`config.mk`:
```
export PLATFORM = sky130hd
export DESIGN_NAME = mem_port_arbiter
export DESIGN_NICKNAME = d
export VERILOG_FILES = /design/src/rtl/mem_port_arbiter.sv
export SDC_FILE = /design/constraint.sdc
export NUM_CORES = 1
export LEC_CHECK = 0
export ABC_AREA = 1
export BUFFER_PORTS_ARGS = -buffer_cell sky130_fd_sc_hd__buf_4
export CAP_MARGIN = 15
export CORE_MARGIN = 3
export CORE_UTILIZATION = 40
export CTS_CLUSTER_SIZE = 40
export DETAILED_ROUTE_END_ITERATION = 12
export GPL_TIMING_DRIVEN = 0
export PLACE_DENSITY = 0.71
export RECOVER_POWER = 25
export SETUP_SLACK_MARGIN = 0.02
export SLEW_MARGIN = 20
export SYNTH_ARGS = -nofsm -noshare
export SYNTH_HDL_FRONTEND = slang
export SYNTH_SLANG_ARGS = --single-unit
```
`constraint.sdc`:
```
create_clock -name Clk -period 9.5 [get_ports Clk]
set_input_delay 0.95 -clock Clk [delete_from_list [all_inputs] [get_ports Clk]]
set_output_delay 0.95 -clock Clk [all_outputs]
set_load 0.01 [all_outputs]
```
`src/rtl/mem_port_arbiter.sv`:
```
// Shares one single-port memory between the fetch requester (read-only) and the
// data requester (load/store). Round-robin arbitration, one transaction in flight,
// fixed read latency of RD_LAT cycles.
module mem_port_arbiter #(
  parameter int unsigned ADDR_W = 32,
  parameter int unsigned DATA_W = 32,
  parameter int unsigned RD_LAT = 1
) (
  input  logic              Clk,
  input  logic              Reset,
  input  logic              if_req,
  input  logic [ADDR_W-1:0] if_addr,
  output logic              if_ready,
  output logic              if_rvalid,
  output logic [DATA_W-1:0] if_rdata,
  input  logic              d_req,
  input  logic              d_we,
  input  logic [ADDR_W-1:0] d_addr,
  input  logic [DATA_W-1:0] d_wdata,
  output logic              d_ready,
  output logic              d_rvalid,
  output logic [DATA_W-1:0] d_rdata,
  output logic [ADDR_W-1:0] mem_addr,
  output logic [DATA_W-1:0] mem_wdata,
  output logic              mem_we,
  input  logic [DATA_W-1:0] mem_rdata,
  output logic              busy
);

  typedef enum logic [1:0] {StIdle, StRead, StWrite, StResp} state_e;
  typedef enum logic {OwnIf, OwnD} owner_e;

  state_e            state_q, state_d;
  owner_e            last_grant_q, last_grant_d;
  owner_e            owner_q, owner_d;
  logic [3:0]        cnt_q, cnt_d;
  logic [ADDR_W-1:0] mem_addr_q, mem_addr_d;
  logic [DATA_W-1:0] mem_wdata_q, mem_wdata_d;
  logic              mem_we_q, mem_we_d;
  logic              if_rvalid_q, if_rvalid_d;
  logic              d_rvalid_q, d_rvalid_d;
  logic [DATA_W-1:0] if_rdata_q, if_rdata_d;
  logic [DATA_W-1:0] d_rdata_q, d_rdata_d;
  logic              grant_if, grant_d;

  // Round-robin grant, only while idle; on conflict the port not granted last wins.
  always_comb begin
    grant_if = 1'b0;
    grant_d  = 1'b0;
    if (state_q == StIdle) begin
      if (if_req && d_req) begin
        if (last_grant_q == OwnD) grant_if = 1'b1;
        else                      grant_d  = 1'b1;
      end else if (if_req) begin
        grant_if = 1'b1;
      end else if (d_req) begin
        grant_d = 1'b1;
      end
    end
  end

  // Next-state and registered-output computation for the transaction FSM.
  always_comb begin
    state_d      = state_q;
    last_grant_d = last_grant_q;
    owner_d      = owner_q;
    cnt_d        = cnt_q;
    mem_addr_d   = mem_addr_q;
    mem_wdata_d  = mem_wdata_q;
    if_rdata_d   = if_rdata_q;
    d_rdata_d    = d_rdata_q;
    // Pulses and write strobe default low so they can only last one cycle.
    mem_we_d     = 1'b0;
    if_rvalid_d  = 1'b0;
    d_rvalid_d   = 1'b0;
    unique case (state_q)
      StIdle: begin
        if (grant_d) begin
          owner_d      = OwnD;
          last_grant_d = OwnD;
          mem_addr_d   = d_addr;
          if (d_we) begin
            mem_wdata_d = d_wdata;
            mem_we_d    = 1'b1;
            state_d     = StWrite;
          end else begin
            cnt_d   = 4'(RD_LAT);
            state_d = StRead;
          end
        end else if (grant_if) begin
          owner_d      = OwnIf;
          last_grant_d = OwnIf;
          mem_addr_d   = if_addr;
          cnt_d        = 4'(RD_LAT);
          state_d      = StRead;
        end
      end
      StRead: begin
        if (cnt_q == 4'd1) begin
          // Last read cycle: memory data is valid now, hand it to the owner.
          if (owner_q == OwnD) begin
            d_rdata_d  = mem_rdata;
            d_rvalid_d = 1'b1;
          end else begin
            if_rdata_d  = mem_rdata;
            if_rvalid_d = 1'b1;
          end
          state_d = StResp;
        end else begin
          cnt_d = cnt_q - 4'd1;
        end
      end
      StWrite: begin
        d_rvalid_d = 1'b1;
        state_d    = StResp;
      end
      StResp: begin
        state_d = StIdle;
      end
      default: begin
        state_d = StIdle;
      end
    endcase
  end

  // State and registered outputs; reset discards any in-flight transaction.
  always_ff @(posedge Clk or posedge Reset) begin
    if (Reset) begin
      state_q      <= StIdle;
      last_grant_q <= OwnIf;
      owner_q      <= OwnIf;
      cnt_q        <= '0;
      mem_addr_q   <= '0;
      mem_wdata_q  <= '0;
      mem_we_q     <= 1'b0;
      if_rvalid_q  <= 1'b0;
      d_rvalid_q   <= 1'b0;
      if_rdata_q   <= '0;
      d_rdata_q    <= '0;
    end else begin
      state_q      <= state_d;
      last_grant_q <= last_grant_d;
      owner_q      <= owner_d;
      cnt_q        <= cnt_d;
      mem_addr_q   <= mem_addr_d;
      mem_wdata_q  <= mem_wdata_d;
      mem_we_q     <= mem_we_d;
      if_rvalid_q  <= if_rvalid_d;
      d_rvalid_q   <= d_rvalid_d;
      if_rdata_q   <= if_rdata_d;
      d_rdata_q    <= d_rdata_d;
    end
  end

  assign if_ready  = grant_if;
  assign d_ready   = grant_d;
  assign if_rvalid = if_rvalid_q;
  assign d_rvalid  = d_rvalid_q;
  assign if_rdata  = if_rdata_q;
  assign d_rdata   = d_rdata_q;
  assign mem_addr  = mem_addr_q;
  assign mem_wdata = mem_wdata_q;
  assign mem_we    = mem_we_q;
  assign busy      = (state_q != StIdle);

endmodule

```
==> metrics, run 1 <==
share of Yosys cell area claimed by the top area cell type 61.7%; Synth area leader dfrtp_1; WP data required 8550 ps; Final Instance Area between 8000 and 9000 sq um; CTS tree yes; gp weighted congestion 0.849; Combinational Power Share 40.4%; die extent in y ~120 microns; Syn Nets roughly 760; switching portion of total power between 30% and 40%; Synth Flop Type dfrtp_1; failing checks max-capacitance violations, max-slew violations; dominant cells by area after synthesis dfrtp_1 (62%), nand2_1 (19%), o21ai_0 (3.8%), nand3_1 (3.2%), inv_1 (3.1%); wire per inst between 10 and 15 microns; Max Freq roughly 350 MHz; CP endpoint kind output port; vias in the first global route between 4000 and 5000; largest net degree at the start of global routing between 90 and 100; Clock Pin Slew Worst Setup and Hold Paths ~60 ps; WS Path Type register to output port; Final Skew 12.5 ps; pwr/cell area 347 nW/um^2; R2R Path End mem_wdata[4]; status finished, violations left; final wirelength 16.0 mm; critical path endpoint d_ready; power share of the clock group roughly a quarter; CP Max Fanout 10; Site Rows 42; Max Buffers Root-to-Sink 2; vias per inst roughly 4.7; endpoints failing hold 0; startpoint types register; max_cap viols 1; count of buffers from port buffering ~270; Starting Density about two fifths; setup repair bufs after CTS 0; clock latency on the worst-skew pair around 420 ps; Post-synth top cells nand2_1 (281), dfrtp_1 (138), inv_1 (46); cts bufs inserted 17; Residual DRC 0; synth-to-layout area growth 51.7%; Least-Margin Pin Slew around 2100 ps; H-tree levels 4; Internal 1920 uW; Yosys warning total 0; fin crit period 2880 ps; setup violators final 0; Core Area roughly 13000 sq um; number of antenna violations at the first check in global routing 0; Chip Width around 120 microns; Initial DRT Pass Iterations 4; Ports 267; final worst-path cycle share just over 30%; post-synth cell types 19; total track usage between 20% and 30%; # fillers about 1200; count leader, synth nand2_1; HPWL Detailed 11.9 mm; Yosys reg bits 138; R2R Path Start state_q[1]; TNS Setup 0 ps; reg2reg path depth 8; Final nets 1049; cts hold-fix bufs 0; Diodes inserted 0; RSZ-0062 raised after global routing false; static leakage between 0.004 and 0.005 uW; VDD IR max ~130 uV; die area 15400 sq um; Root Driver clkbuf_16; layout cells sized above 1 a little over a third; min-delay src cnt_q[1]; worst rel slew slack -43.9%; Vias approximately 5200; post-synth design cell area about 5600 sq um; first-pass GRT wire length 25.4 mm; P_sw between 1000 and 1500 uW; Reg power frac approximately a third; CP startpoint state_q[1]; CTS resizes 0; Syn Inst Count ~630; initial DRC count 324; number of flops mapped to enable cells by yosys 0; Seq/Total Area, Yosys slightly above 60%; Worst EP arrival slightly below 2000 ps; clock sink count between 100 and 150; placed inst area 7850 sq um; reg2reg setup slack 7840 ps; hold crit path type register to register; Final Max Slew Viols 46; asr flop ratio synth 100%; mean area per synthesized cell between 8 and 9 sq um; Routed Antenna Nets 0; global route total overflow 0
-- cells by family after synthesis --
kind of cell	after synthesis	synth area share, %
xor+xnor	1	0.157
buf+inv	80	7.00
flops	138	61.7
simple gates	329	23.3
fa+ha+maj	5	1.12
compound gates	72	6.68
-- worst max-delay path, cell delays in order (launching register included) --
cell     delay [ps]
dfrtp_1         380
inv_1            90
ha_1            250
nand2_1         110
inv_2            70
nand2_1          70
inv_2           150
buf_2           250
buf_4           160
-- state kept, by name, indices dropped and copies added (netlist names) --
name	count
if_rdata	32
owner_q	1
state_q	2
if_rvalid	1
cnt_q	4
d_rdata	32
d_rvalid	1
mem_wdata	32
mem_addr	32
mem_we	1
-- worst min path at each step --
stage / to / slack, ps / depth (start not counted)
floorplan: cnt_q[1] / 440 / 2
global placement: cnt_q[1] / 460 / 2
detailed placement: cnt_q[1] / 460 / 2
CTS: cnt_q[1] / 470 / 2
global route: mem_addr[6] / 500 / 2
finish: cnt_q[1] / 470 / 2
-- routing by layer --
metal / global-route usage, % / wire (microns) / vias up
li1: - / - / 2517
met1: 25.8 / 6740 / 2426
met2: 33.5 / 7900 / 201
met3: 5.92 / 1100 / 19
met4: 7.67 / 290 / 0
met5: 0 / 0 / -
-- layout make-up --
class	instances	area (sq um)	area share, %
sequential	138	3450	40.7
timing repair buffer	267	2020	23.8
multi-input combinational	407	1750	20.6
clock buffer	18	429	5.06
tap	176	220	2.59
clock inverter	14	218	2.56
buffer	30	204	2.40
inverter	50	189	2.23
-- cell usage in the layout, fill, tap and decap left out, types with 5 or more instances in the layout --
master	synthesis	final
buf_2	13	13
buf_4	6	271
buf_6	7	7
bufinv_16	0	5
clkbuf_1	4	5
clkbuf_16	0	17
dfrtp_1	138	138
ha_1	5	5
inv_1	46	45
nand2_1	281	281
nand3_1	36	36
nor2_1	8	8
o21ai_0	42	42
o21ai_1	26	26
-- stage by stage --
step | hold WS (ps) | std cells | setup slack, ps | power, uW | utilization (%)
global placement | 459 | 1067 | 3160 | 2220 | 58.1
global route | 501 | 1100 | 6420 | 3150 | 63.1
detailed placement | 458 | 1068 | 6740 | 2240 | 58.3
floorplan | 442 | 625 | 4850 | 1610 | -
CTS | 473 | 1100 | 6580 | 2980 | 63.2
finish | 471 | 1100 | 6620 | 2950 | 63.1
-- power by group through the flow --
stage | sequential (uW) | combinational, uW | clock [uW]
finish | 1030 | 1190 | 724
detailed placement | 1030 | 1210 | 0
global route | 1070 | 1320 | 764
CTS | 1030 | 1210 | 739
global placement | 1030 | 1180 | 0
floorplan | 1150 | 468 | 0
No activity file was read; power rests on OpenSTA's default activity.
==> run 2: changes to the inputs <==
==> constraint.sdc (replaced) <==
create_clock -name Clk -period 2.9 [get_ports Clk]
set_input_delay 0.29 -clock Clk [delete_from_list [all_inputs] [get_ports Clk]]
set_output_delay 0.29 -clock Clk [all_outputs]
set_load 0.01 [all_outputs]
==> run 2 against run 1 <==
Net effect: the run now ends clean; clock skew decreased by 7.0 ps; die area unchanged; global-route usage increased by 0.71 points; largest power group unchanged.
==> metrics, run 2 (synthesis results as in run 1) <==
Least-Margin Pin Slew 1300 ps; Core Area 13500 sq um; Vias ~5000; hold path depth 3; synth-to-layout area growth 52.2%; Max Freq between 400 and 500 MHz; vias in the first global route 5050; cts bufs inserted 17; VDD IR max slightly above 500 uV; static leakage between 0.004 and 0.005 uW; number of antenna violations at the first check in global routing 0; RSZ-0062 raised after global routing false; global route total overflow 0; R2R Path Start state_q[1]; WHS 69.2 ps; Diodes inserted 0; CP Max Fanout 10; Root Driver clkbuf_16; worst rel slew slack between 10% and 20%; Chip Width ~120 microns; H-tree levels 4; Tot Pwr about 9500 uW; CTS tree yes; die area ~15000 sq um; Initial DRT Pass Iterations 4; Clock Pin Slew Worst Setup and Hold Paths about 60 ps; status finished, final reports clean; reg2reg path depth 8; setup violators final 0; Final nets 1054; most frequent cells in the layout nand2_1 (281), buf_4 (271), dfrtp_1 (138); final wirelength 16.1 mm; HPWL Detailed ~12 mm; most common cell after layout, fill and taps aside nand2_1; endpoints failing hold 0; fin crit period ~2200 ps; WP data required between 2000 and 3000 ps; die extent in y 124 microns; Routed Antenna Nets 0; count of buffers from port buffering ~270; clock sink count roughly 140; max_cap viols 0; min-delay src d_wdata[22]; hold crit path type primary input to register; Max Buffers Root-to-Sink 2; CTS resizes 0; final worst-path cycle share between 70 and 80%; CP startpoint state_q[1]; WS Path Type register to output port; Ports ~270; layout cells sized above 1 around 36%; cts hold-fix bufs 1; Residual DRC 0; Site Rows 42; initial DRC count 280; largest net degree at the start of global routing 33; vias per inst approximately 4.6; total track usage 21.2%; gp weighted congestion approximately 0.82; Final Max Slew Viols 0; clock latency on the worst-skew pair between 400 and 500 ps; Final Skew roughly 5.5 ps; first-pass GRT wire length ~26 mm; wire per inst around 15 microns; Worst EP arrival roughly 2000 ps; Starting Density about two fifths; pwr/cell area around 1100 nW/um^2; CP endpoint kind output port; startpoint types register; setup repair bufs after CTS 0
[run 2: report_power, final]
group	leakage [uW]	internal, uW	switching (uW)
sequential	0.00171	2860	522
combinational	0.00268	1890	2030
clock	0.000298	1440	801
total	0.00468	6190	3350
[run 2: area by class of cell]
cell class | instances | area (sq um)
well taps | 176 | 220
fillers | 1185 | 4940
inverters | 50 | 189
repair buffers | 272 | 2070
clock inverters | 10 | 140
flip-flops and latches | 138 | 3450
clock buffers | 22 | 484
plain buffers | 30 | 204
multi-input cells | 407 | 1750
[run 2: final timing paths]
check | endpoint | slack [ps]
max | d_ready | 650
min | mem_wdata[22] | 70
max reg2reg | mem_wdata[6] | 1250
min reg2reg | cnt_q[1] | 470
max in group asynchronous | mem_wdata[19] | 660
min in group asynchronous | if_rdata[0] | 460
[run 2: per-layer routing]
metal	share of wire, %	wire (microns)	global-route usage (%)
met1	43	6870	27.3
met2	50	7960	34.5
met3	5.6	901	5.57
met4	2.1	331	7.80
met5	0	0	0
[run 2: stage by stage]
| step | setup WS [ps] | area [sq um] | utilization [%] | cells | setup TNS, ps |
|---|---|---|---|---|---|
| floorplan | 889 | 5600 | - | 625 | 0 |
| global placement | -52.5 | 7820 | 58.1 | 1067 | -6040 |
| detailed placement | 1080 | 7930 | 59.0 | 1072 | 0 |
| CTS | 627 | 8570 | 63.7 | 1105 | 0 |
| global route | 293 | 8520 | 63.3 | 1105 | 0 |
| finish | 654 | 8520 | 63.3 | 1105 | 0 |
[run 2: worst max-delay path: stages (launching register included)]
cell and delay (ps):
dfrtp_1 370, inv_1 100, ha_1 260, nand2_1 110, inv_2 70, nand2_1 70, inv_2 140, buf_2 260
buf_4 160
